`src/rtl/fg_opto_conditioner.sv`:
```
// Opto input conditioner: synchronises and deglitches the frame-grabber line, strobes
// accepted rising edges, measures rise-to-rise period and flags loss of the signal.
module fg_opto_conditioner #(
    parameter int SYNC_STAGES    = 2,
    parameter int FILTER_CYCLES  = 20,
    parameter int TIMEOUT_CYCLES = 8_000_000,
    parameter int CNT_W          = 32
) (
    input  logic             clock,
    input  logic             reset_signal,
    input  logic             fg_opto_raw,
    output logic             fg_opto,
    output logic             fg_opto_rise,
    output logic [CNT_W-1:0] fg_period_cycles,
    output logic             period_valid,
    output logic             fg_lost,
    output logic [1:0]       lock_state
);

    localparam int FILT_W = (FILTER_CYCLES < 2) ? 1 : $clog2(FILTER_CYCLES);
    localparam logic [FILT_W-1:0] FILT_LAST = FILT_W'(FILTER_CYCLES - 1);
    localparam logic [CNT_W-1:0]  TO_LAST   = CNT_W'(TIMEOUT_CYCLES - 1);
    localparam logic [CNT_W-1:0]  PC_MAX    = '1;

    typedef enum logic [1:0] {
        IDLE   = 2'd0,
        ARMED  = 2'd1,
        LOCKED = 2'd2
    } lock_t;

    logic [SYNC_STAGES-1:0] sync_p0;
    logic                   s_p1;
    logic [FILT_W-1:0]      filt_cnt;
    logic                   differ;
    logic                   accept;
    logic [CNT_W-1:0]       pc;
    logic                   timeout;
    lock_t                  state_q;
    lock_t                  state_d;
    logic                   capture_en;
    logic                   valid_set;
    logic                   valid_clr;
    logic                   lost_set;

    // Stage p0: metastability chain on the asynchronous pin
    always_ff @(posedge clock) begin
        if (reset_signal) begin
            sync_p0 <= '0;
        end else begin
            sync_p0 <= {sync_p0[SYNC_STAGES-2:0], fg_opto_raw};
        end
    end

    assign s_p1   = sync_p0[SYNC_STAGES-1];
    assign differ = (s_p1 != fg_opto);
    assign accept = differ && (filt_cnt == FILT_LAST);

    // Stage p1: level must disagree for FILTER_CYCLES consecutive cycles to be accepted
    always_ff @(posedge clock) begin
        if (reset_signal) begin
            fg_opto      <= 1'b0;
            fg_opto_rise <= 1'b0;
            filt_cnt     <= '0;
        end else begin
            fg_opto_rise <= accept && s_p1;
            if (!differ) begin
                filt_cnt <= '0;
            end else if (accept) begin
                fg_opto  <= s_p1;
                filt_cnt <= '0;
            end else begin
                filt_cnt <= filt_cnt + FILT_W'(1);
            end
        end
    end

    // Stage p2: period counter restarts on each strobe and saturates instead of wrapping
    always_ff @(posedge clock) begin
        if (reset_signal) begin
            pc <= '0;
        end else if (fg_opto_rise) begin
            pc <= '0;
        end else if (pc != PC_MAX) begin
            pc <= pc + CNT_W'(1);
        end
    end

    // A strobe on the same cycle as the timeout wins
    assign timeout = (pc == TO_LAST) && !fg_opto_rise;

    always_ff @(posedge clock) begin
        if (reset_signal) begin
            state_q <= IDLE;
        end else begin
            state_q <= state_d;
        end
    end

    always_comb begin
        state_d = state_q;
        case (state_q)
            IDLE:    if (fg_opto_rise) state_d = ARMED;
            ARMED:   if (fg_opto_rise) state_d = LOCKED;
                     else if (timeout) state_d = IDLE;
            LOCKED:  if (timeout) state_d = IDLE;
            default: state_d = IDLE;
        endcase
    end

    always_comb begin
        capture_en = fg_opto_rise && (state_q != IDLE);
        valid_set  = fg_opto_rise && (state_q == ARMED);
        valid_clr  = timeout && (state_q == LOCKED);
        lost_set   = timeout && (state_q != IDLE);
    end

    // Period result is kept across a timeout; period_valid marks it stale
    always_ff @(posedge clock) begin
        if (reset_signal) begin
            fg_period_cycles <= '0;
            period_valid     <= 1'b0;
            fg_lost          <= 1'b0;
        end else begin
            if (capture_en) fg_period_cycles <= pc + CNT_W'(1);
            if (valid_set) period_valid <= 1'b1;
            else if (valid_clr) period_valid <= 1'b0;
            if (fg_opto_rise) fg_lost <= 1'b0;
            else if (lost_set) fg_lost <= 1'b1;
        end
    end

    assign lock_state = state_q;

endmodule

```
`config.mk`:
```
export PLATFORM = sky130hd
export DESIGN_NAME = fg_opto_conditioner
export DESIGN_NICKNAME = d
export VERILOG_FILES = /design/src/rtl/fg_opto_conditioner.sv
export SDC_FILE = /design/constraint.sdc
export NUM_CORES = 1
export LEC_CHECK = 0
export ABC_AREA = 1
export CAP_MARGIN = 0
export CORE_MARGIN = 2
export CORE_UTILIZATION = 55
export DETAILED_ROUTE_END_ITERATION = 7
export PLACE_DENSITY = 0.78
export RECOVER_POWER = 25
export SLEW_MARGIN = 30
export SYNTH_ARGS = -nofsm -noshare
export SYNTH_HDL_FRONTEND = slang
export SYNTH_SLANG_ARGS = --single-unit
```
`constraint.sdc`:
```
create_clock -name clock -period 4.2 [get_ports clock]
set_input_delay 0.42 -clock clock [delete_from_list [all_inputs] [get_ports clock]]
set_output_delay 0.42 -clock clock [all_outputs]
set_load 0.01 [all_outputs]
```
# Word-level counts from Yosys, hierarchy flattened
# Cells that the tools add are included.
dict set report op_classes {
  add_sub_neg 2
  eq_ne 7
  muxes 6
  bitwise_logic 1
  n_reduce_logical 14
}
# op count
set ops {}
lappend ops {{$add A32 B1 Y32 const B} 1}
lappend ops {{$eq A32 B23 Y1 const B} 1}
lappend ops {{$ne A32 B32 Y1 const B} 1}
lappend ops {{$logic_and A1 B1 Y1} 7}
lappend ops {{$mux W2} 3}
lappend ops {{$pmux W2 S3} 1}
lappend ops {{$add A5 B1 Y5 const B} 1}
lappend ops {{$eq A5 B5 Y1 const B} 1}
lappend ops {{$reduce_bool A2 Y1} 2}
lappend ops {{$reduce_or A3 Y1} 1}
lappend ops {{$eq A2 B1 Y1 const B} 1}
lappend ops {{$eq A2 B2 Y1 const B} 1}
lappend ops {{$logic_not A2 Y1} 1}
lappend ops {{$mux W1} 2}
lappend ops {{$ne A2 B2 Y1 const B} 1}
lappend ops {{$reduce_and A2 Y1} 1}
lappend ops {{$reduce_or A2 Y1} 1}
lappend ops {{$logic_not A1 Y1} 1}
lappend ops {{$ne A1 B1 Y1} 1}
lappend ops {{$not A1 Y1} 1}
dict set report totals {
  reg_bits 77
}

# Longest topological paths before layout
# Gate-level depths: netlist of the first run.
dict set report logic_depth {
  depth_word 5
  depth_mapped 11
  depth_no_buf 11
}

# Worst setup path after synthesis of the first run
# No wires, ideal clock.
dict set report synth_timing {
  path_type {register -> register}
  startpoint {register pc[0]}
  endpoint {register fg_period_cycles[30]}
  setup_time_ns 0.112
  t_arrival_ns 1.442
  required_ns 4.088
  path_slack_ns 2.646
  path_stages_with_launch 11
  n_path_buf 0
  period_less_slack_ns 1.554
  cell_sequence {dfxtp_1 ha_1 nand3_2 nor2_2 inv_1 nor2_2 nand2_1 nand2_1 nand2_1 nand2_1 nand2_1}
}
dict set report synth_via {
  elab_chain_cells 1
}
# element line_no
set synth_lines {}
lappend synth_lines {{start, declared} 36} ;# logic [CNT_W-1:0] pc;
lappend synth_lines {{start signal, assigned} 84} ;# pc <= pc + CNT_W'(1);
lappend synth_lines {{$add A32 B1 Y32} 124} ;# if (capture_en) fg_period_cycles <= pc + CNT_W'(1);
lappend synth_lines {{end signal, assigned} 124}
lappend synth_lines {{end, declared} 14} ;# output logic [CNT_W-1:0] fg_period_cycles,
# No other way between the ends.
# A chain may end at the register's enable or synchronous reset.

# Final worst setup path of the first run
dict set report layout_timing {
  startpoint {register pc[0]}
  endpoint {register pc[1]}
}
dict set report layout_via {
  elab_chain_cells 1
  word_cells_on_any_way 2
  cone_classes {add/sub (1); eq/ne (1)}
}
# element line_no
set layout_lines {}
lappend layout_lines {{$add A32 B1 Y32 / $ne A32 B32 Y1 (equally long branches)} {84, 83}}
# Parallel ways exist; a longest one is shown, timed or not.

==> reports/qor.log, run 1 <==
qor: place.detailed_placement_hpwl 6.67 mm
qor: detailed_routing.drtPass1Iterations 5
qor: floorplan.placementRows 29
qor: yosys.synth.yosys.warnings 0
qor: yosys.synth.area.top_cells sky130_fd_sc_hd__dfxtp_1 42%, sky130_fd_sc_hd__nand2_1 19%, sky130_fd_sc_hd__inv_1 6.4%
qor: sta.timing_worst_slew_pin_value 0.514 ns
qor: worst_setup_path.worstSetupEndpointType flip-flop
qor: worst_hold_path.number_of_cells_traversed_by_the_worst_hold_path 2
qor: power_and_ir_drop.power-per-cell-area 305 nW/um^2
qor: worst_hold_path.worst_hold_startpoint sync_p0[0]
qor: power_and_ir_drop.cellLeakagePower 2.03 nW
qor: yosys.synth-edff-count 0
qor: floorplan.coreArea 6420 sq um
qor: detailed_routing.final_antenna_net_count 0
qor: yosys.synth_seq_cells 77
qor: floorplan.die_h 86.0 um
qor: worst_setup_path.r2r_setup_slack 2.08 ns
qor: finish.fraction_of_layout_cells_with_a_size_suffix_above_1 10.4%
qor: clock_network.cts-buffers-inserted 9
qor: yosys.post-synth-top-area-fraction 41.7%
qor: finish.fin_nets 575
qor: power_and_ir_drop.peakVddDrop 0.203 mV
qor: worst_setup_path.regToRegEndpoint pc[1]
qor: sta.final-setup-viol-count 0
qor: sta.finalHoldViolations 0
qor: finish.antenna-diode-count 0
qor: sta.grt_setup_unrepaired no
qor: yosys.postSynth.asyncResetShare 0%
qor: sta.timing_max_transition_violations_final 0
qor: finish.layoutNonFillerInstCount 652
qor: sta.clock_skew 0.00727 ns
qor: run.maxCapViolCount 0
qor: clock_network.cts_root_buf sky130_fd_sc_hd__clkbuf_8
qor: sta.fmaxAchievable 473 MHz
qor: yosys.synth_cells 529
qor: yosys.syn_nets 534
qor: yosys.yosys-top-cells-count 183 x sky130_fd_sc_hd__nand2_1, 77 x sky130_fd_sc_hd__dfxtp_1, 63 x sky130_fd_sc_hd__inv_1, 55 x sky130_fd_sc_hd__nor2_1, 23 x sky130_fd_sc_hd__nand3_1
qor: yosys.synth.avg_cell_area 6.99 sq um
qor: floorplan.number_of_primary_i_o_pins 41
qor: detailed_routing.drt_drc_violations_left 0
qor: detailed_routing.postRouteWirelength 8.91 mm
qor: worst_setup_path.critPathRequiredTime 4.47 ns
qor: run_status.outcome complete, no violations
qor: sta.layout_worst_path_cycle_share 50.4%
qor: worst_setup_path.startpoint_type flip-flop
qor: clock_network.ctsHoldBuffers 0
qor: finish.fillers 579
qor: floorplan.die_width 86.0 um
qor: clock_network.h-tree-depth 3
qor: yosys.primary_ff_master_synth sky130_fd_sc_hd__dfxtp_1
qor: worst_setup_path.worst-setup-path-type reg -> reg
qor: worst_setup_path.critical_path.max_fanout 32
qor: clock_network.tritoncts built
qor: sta.period_minus_slack 2.12 ns
qor: sta.worst_slew_margin_rel 65.5%
qor: sta.setup_tns 0 ns
qor: detailed_routing.drt-wirelength-per-cell 13.7 um
qor: clock_network.numClockSinks 77
qor: grt.grt_start_max_net_pins 33
qor: floorplan.die_area 7400 sq um
qor: grt.grt_pass1_vias 3076
qor: clock_network.worst_setup_hold_path_clk_slew 0.08 ns
qor: clock_network.cts_buffer_depth 2
qor: grt.globalRoute.totalOverflow 0
qor: grt.tot_gr_track_use 26.0%
qor: worst_setup_path.reg2regPathDepth 9
qor: place.globalplace.congestion 0.975
qor: place.place.port_buffers 40
qor: finish.syn2layout_area_growth 16.8%
qor: yosys.synth_most_common_cell sky130_fd_sc_hd__nand2_1
qor: floorplan.start_util 57.6%
qor: grt.grt_first_pass_wirelength 15.0 mm
qor: clock_network.post_cts_resized 0
qor: clock_network.clkLatencyLatePin 0.35 ns
qor: worst_setup_path.regToRegStartpoint pc[0]
qor: yosys.yosys.cell_types.count 34
qor: worst_hold_path.hold-path-endpoint sync_p0[1]
qor: grt.initial_antenna_violation_count 0
qor: detailed_routing.drt-initial-drc-count 212
qor: worst_hold_path.hold_path_class reg -> reg
qor: worst_setup_path.worst_ep_arrival_time 2.39 ns
qor: detailed_routing.dr_total_vias 3290
qor: clock_network.post-cts-setup-buffers 0
qor: yosys.post_synth_instance_area 3700 sq um
qor: detailed_routing.avgViaCountPerCell 5.05
qor: place.placed_cells_incl_taps 636
qor: yosys.synth.yosys.seq_area_share 41.7%
qor: yosys.synth_top_cell_by_area sky130_fd_sc_hd__dfxtp_1
-- per-layer routing --
| layer | global-route usage, % | up-vias | part of all wire, % |
|---|---|---|---|
| met4 | 9.38 | 0 | 1.5 |
| li1 | - | 1726 | - |
| met2 | 42.3 | 75 | 47 |
| met1 | 35.0 | 1475 | 48 |
| met3 | 3.85 | 14 | 3.7 |
| met5 | 0 | - | 0 |
-- worst max-delay path by stage --
stage,to,startpoint,cells after the start
6_report,pc[1],pc[0],9
5_1_grt,pc[0],pc[0],9
4_1_cts,pc[1],pc[0],9
3_5_place_dp,fg_period_cycles[1],reset_signal,5
3_3_place_gp,fg_period_cycles[1],reset_signal,5
2_1_floorplan,fg_period_cycles[30],pc[0],10
-- worst max-delay path, cell delays in order (launching register included) --
cell	delay (ns)
sky130_fd_sc_hd__dfxtp_1	0.48
sky130_fd_sc_hd__ha_1	0.32
sky130_fd_sc_hd__nand3_2	0.16
sky130_fd_sc_hd__inv_2	0.13
sky130_fd_sc_hd__nand2_4	0.08
sky130_fd_sc_hd__nor2_4	0.15
sky130_fd_sc_hd__nand2_4	0.28
sky130_fd_sc_hd__inv_1	0.20
sky130_fd_sc_hd__nand2_1	0.08
sky130_fd_sc_hd__a21oi_1	0.15
-- power by group --
| group | total, mW | internal [mW] | switching [mW] | leakage, nW |
|---|---|---|---|---|
| clock network | 0.553 | 0.277 | 0.276 | 0.0939 |
| logic | 0.0279 | 0.00813 | 0.0198 | 1.31 |
| registers | 0.737 | 0.733 | 0.00459 | 0.621 |
-- cell families (layout without fill, tap and decap cells) --
family	Yosys count	in the layout	synth area share, %
flip-flops	77	77	41.7
buffers and inverters	80	126	9.20
AND/OR/NAND/NOR	312	312	38.6
XOR/XNOR	16	16	3.79
AO/OA/AOI/OAI	42	42	6.09
adder cells (fa/ha/maj)	2	2	0.676
-- area by class of cell --
type                       instances  area (sq um)  area share (%)
clock buffer                      11           131            3.04
clock inverter                     5          60.1            1.39
inverter                          68           255            5.91
multi-input combinational        372          1820            42.1
sequential                        77          1540            35.7
tap                               77          96.3            2.23
timing repair buffer              42           415            9.62
-- layout by cell type (no fill, tap or decap), types with 3 or more instances in the layout --
cell                              count
sky130_fd_sc_hd__nand2_1            183
sky130_fd_sc_hd__nor3_1               9
sky130_fd_sc_hd__nand2_2              4
sky130_fd_sc_hd__nand4_1              3
sky130_fd_sc_hd__a31oi_1              3
sky130_fd_sc_hd__o21ai_0             17
sky130_fd_sc_hd__nand3_2             15
sky130_fd_sc_hd__a21oi_1             17
sky130_fd_sc_hd__dfxtp_1             77
sky130_fd_sc_hd__inv_1               63
sky130_fd_sc_hd__nor2_2               7
sky130_fd_sc_hd__clkdlybuf4s50_1     21
sky130_fd_sc_hd__nand3_1             23
sky130_fd_sc_hd__xor2_1              14
sky130_fd_sc_hd__dlygate4sd3_1       19
sky130_fd_sc_hd__nor2_4               5
sky130_fd_sc_hd__inv_2                5
sky130_fd_sc_hd__nor2_1              54
sky130_fd_sc_hd__clkbuf_8             9
-- sequential cells by signal, indices dropped and copies added, names as in the netlist --
name	cells
fg_period_cycles	32
pc	32
filt_cnt	5
lock_state	2
sync_p0	2
fg_lost	1
fg_opto	1
fg_opto_rise	1
period_valid	1
-- metrics by stage --
| stage | setup slack, ns | hold WS, ns | instance area [sq um] | util, % | power [mW] |
|---|---|---|---|---|---|
| 5_1_grt | 1.95 | 0.440 | 4320 | 67.3 | 1.36 |
| 3_3_place_gp | 2.08 | 0.399 | 4130 | 64.3 | 0.781 |
| 2_1_floorplan | 2.65 | 0.388 | 3700 | - | 0.773 |
| 4_1_cts | 2.10 | 0.414 | 4320 | 67.3 | 1.32 |
| 6_report | 2.08 | 0.411 | 4320 | 67.3 | 1.32 |
| 3_5_place_dp | 2.04 | 0.403 | 4130 | 64.3 | 0.782 |
Note: power is estimated with default switching activity, not from simulation.
==> run 2: changes to the inputs <==
==> constraint.sdc (replaced) <==
create_clock -name clock -period 2.1 [get_ports clock]
set_input_delay 0.21 -clock clock [delete_from_list [all_inputs] [get_ports clock]]
set_output_delay 0.21 -clock clock [all_outputs]
set_load 0.01 [all_outputs]
==> run 2 against run 1 <==
Effect of this change: setup slack got worse by 1.8 ns; flip-flop and latch count stayed put; clock power increased by 88%; combinational power increased by 120%; sequential power increased by 99%; core utilization grew 0.49 points; via count up 2.6%; critical path type unchanged; global-route usage increased by 1.0 points; first-iteration DRC count rose by 7.1%; critical path depth unchanged; cell count up 0.61%; clock skew rose by 0.0059 ns.
==> reports/qor.log, run 2 (synthesis results as in run 1) <==
qor: finish.fin_nets 579
qor: worst_setup_path.worst_ep_arrival_time 2.13 ns
qor: clock_network.ctsHoldBuffers 0
qor: finish.antenna-diode-count 0
qor: clock_network.h-tree-depth 3
qor: sta.grt_setup_unrepaired no
qor: finish.layout_top_registers fg_period_cycles (32), pc (32), filt_cnt (5)
qor: sta.layout_worst_path_cycle_share 87.8%
qor: power_and_ir_drop.power_switching_share 24.2%
qor: grt.tot_gr_track_use 27.0%
qor: grt.grt_pass1_vias 3270
qor: power_and_ir_drop.power-per-cell-area 591 nW/um^2
qor: finish.syn2layout_area_growth 17.6%
qor: grt.grt_first_pass_wirelength 15.5 mm
qor: detailed_routing.drt_drc_violations_left 0
qor: worst_hold_path.hold_path_class in -> reg
qor: sta.timing_worst_slew_pin_value 0.497 ns
qor: worst_setup_path.reg2regPathDepth 9
qor: finish.most_frequent_standard_cell_in_the_layout_excluding_fill_and_tap_cells sky130_fd_sc_hd__nand2_1
qor: sta.final-setup-viol-count 0
qor: worst_setup_path.worstSetupEndpoint pc[1]
qor: worst_setup_path.startpoint_type flip-flop
qor: run.maxCapViolCount 0
qor: worst_setup_path.worst-setup-path-type reg -> reg
qor: finish.layout_common_cells 183 x sky130_fd_sc_hd__nand2_1, 77 x sky130_fd_sc_hd__dfxtp_1, 63 x sky130_fd_sc_hd__inv_1
qor: power_and_ir_drop.comb_power_share 2.4%
qor: grt.globalRoute.totalOverflow 0
qor: floorplan.die_h 86.0 um
qor: power_and_ir_drop.cellLeakagePower 2.02 nW
qor: grt.initial_antenna_violation_count 0
qor: clock_network.numClockSinks 77
qor: power_and_ir_drop.share_clk_of_total_power 40.4%
qor: detailed_routing.postRouteWirelength 9.22 mm
qor: run_status.outcome complete, no violations
qor: place.detailed_placement_hpwl 6.95 mm
qor: clock_network.tritoncts built
qor: sta.clock_skew 0.0132 ns
qor: sta.worst_slew_margin_rel 66.6%
qor: worst_setup_path.startpoint pc[1]
qor: worst_setup_path.regToRegStartpoint pc[1]
qor: detailed_routing.drt-initial-drc-count 227
qor: grt.grt_start_max_net_pins 33
qor: sta.setup_tns 0 ns
qor: worst_setup_path.r2r_setup_slack 0.26 ns
qor: floorplan.placementRows 29
qor: clock_network.cts_root_buf sky130_fd_sc_hd__clkbuf_8
qor: clock_network.cts_buffer_depth 2
qor: clock_network.worst_setup_hold_path_clk_slew 0.09 ns
qor: place.place.port_buffers 40
qor: power_and_ir_drop.net-switching-power 0.624 mW
qor: worst_setup_path.critPathRequiredTime 2.39 ns
qor: finish.finalInstanceArea 4350 sq um
qor: worst_setup_path.regToRegEndpoint pc[1]
qor: sta.period_minus_slack 1.84 ns
qor: floorplan.start_util 57.6%
qor: power_and_ir_drop.peakVddDrop 0.409 mV
qor: detailed_routing.dr_total_vias 3374
qor: detailed_routing.avgViaCountPerCell 5.14
qor: clock_network.cts-buffers-inserted 9
qor: place.globalplace.congestion 0.939
qor: power_and_ir_drop.seq_power_share 57.2%
qor: worst_setup_path.critical_path.max_fanout 32
qor: sta.fmaxAchievable 542 MHz
qor: floorplan.die_width 86.0 um
qor: sta.timing_max_transition_violations_final 0
qor: finish.fraction_of_layout_cells_with_a_size_suffix_above_1 11.4%
qor: worst_setup_path.worstSetupEndpointType flip-flop
qor: worst_hold_path.number_of_cells_traversed_by_the_worst_hold_path 3
qor: floorplan.coreArea 6420 sq um
qor: detailed_routing.drtPass1Iterations 5
qor: clock_network.clkLatencyLatePin 0.36 ns
qor: place.placed_cell_area 4160 sq um
qor: floorplan.number_of_primary_i_o_pins 41
qor: floorplan.die_area 7400 sq um
qor: power_and_ir_drop.cell_internal_pwr 1.95 mW
qor: sta.finalHoldViolations 0
qor: detailed_routing.final_antenna_net_count 0
qor: detailed_routing.drt-wirelength-per-cell 14.1 um
==> run 2: worst min path at each step <==
stage / from / to
global placement: sync_p0[0] / sync_p0[1]
detailed placement: sync_p0[0] / sync_p0[1]
floorplan: fg_opto_raw / sync_p0[0]
CTS: fg_opto_raw / sync_p0[0]
global route: fg_opto_raw / sync_p0[0]
finish: fg_opto_raw / sync_p0[0]
==> run 2: worst max-delay path, stage by stage (launching register included) <==
cell,delay [ns]
sky130_fd_sc_hd__dfxtp_1,0.39
sky130_fd_sc_hd__ha_1,0.30
sky130_fd_sc_hd__nand3_2,0.16
sky130_fd_sc_hd__inv_2,0.13
sky130_fd_sc_hd__nand2_4,0.08
sky130_fd_sc_hd__nor2_4,0.18
sky130_fd_sc_hd__nand2_8,0.20
sky130_fd_sc_hd__inv_1,0.16
sky130_fd_sc_hd__nand2_1,0.06
sky130_fd_sc_hd__a21oi_1,0.12
==> run 2: repair_timing <==
| action | in CTS | in global routing |
|---|---|---|
| setup endpoints to repair | 0 | 1 |
| buffers inserted | 0 | 0 |
| gates resized for setup | 0 | 1 |
==> run 2: area by class of cell <==
| type | instances | area [sq um] |
|---|---|---|
| Fill cell | 599 | 2070 |
| Multi-Input combinational cell | 372 | 1830 |
| Sequential cell | 77 | 1540 |
| Timing Repair Buffer | 46 | 445 |
| Inverter | 68 | 255 |
| Clock buffer | 10 | 138 |
| Tap cell | 77 | 96.3 |
| Clock inverter | 6 | 46.3 |
==> run 2: power groups by stage <==
stage	combinational, mW	clock (mW)	sequential, mW
2_1_floorplan	0.0402	0	1.51
3_3_place_gp	0.0590	0	1.51
3_5_place_dp	0.0607	0	1.51
4_1_cts	0.0617	1.06	1.47
5_1_grt	0.0675	1.10	1.47
6_report	0.0615	1.04	1.47
==> run 2: through the flow <==
stage                     power, mW  hold slack, ns  utilization [%]  worst slack (ns)  cells
after global placement         1.57           0.390             64.7             0.319    640
after detailed placement       1.57           0.397             64.7             0.224    640
after CTS                      2.59           0.361             67.6             0.200    656
final                          2.57           0.364             67.7             0.256    656
after floorplan                1.55           0.317                -             0.546    529
after global routing           2.65           0.373             67.7            0.0918    656
==> run 2: per-layer routing <==
metal	global-route usage [%]	vias up	share of wire (%)	wire length (um)
met2	44.6	105	46	4230
met4	10.2	0	1.7	157
met1	35.6	1529	47	4350
met3	3.85	12	5.2	483
met5	0	-	0	0
li1	-	1728	-	-
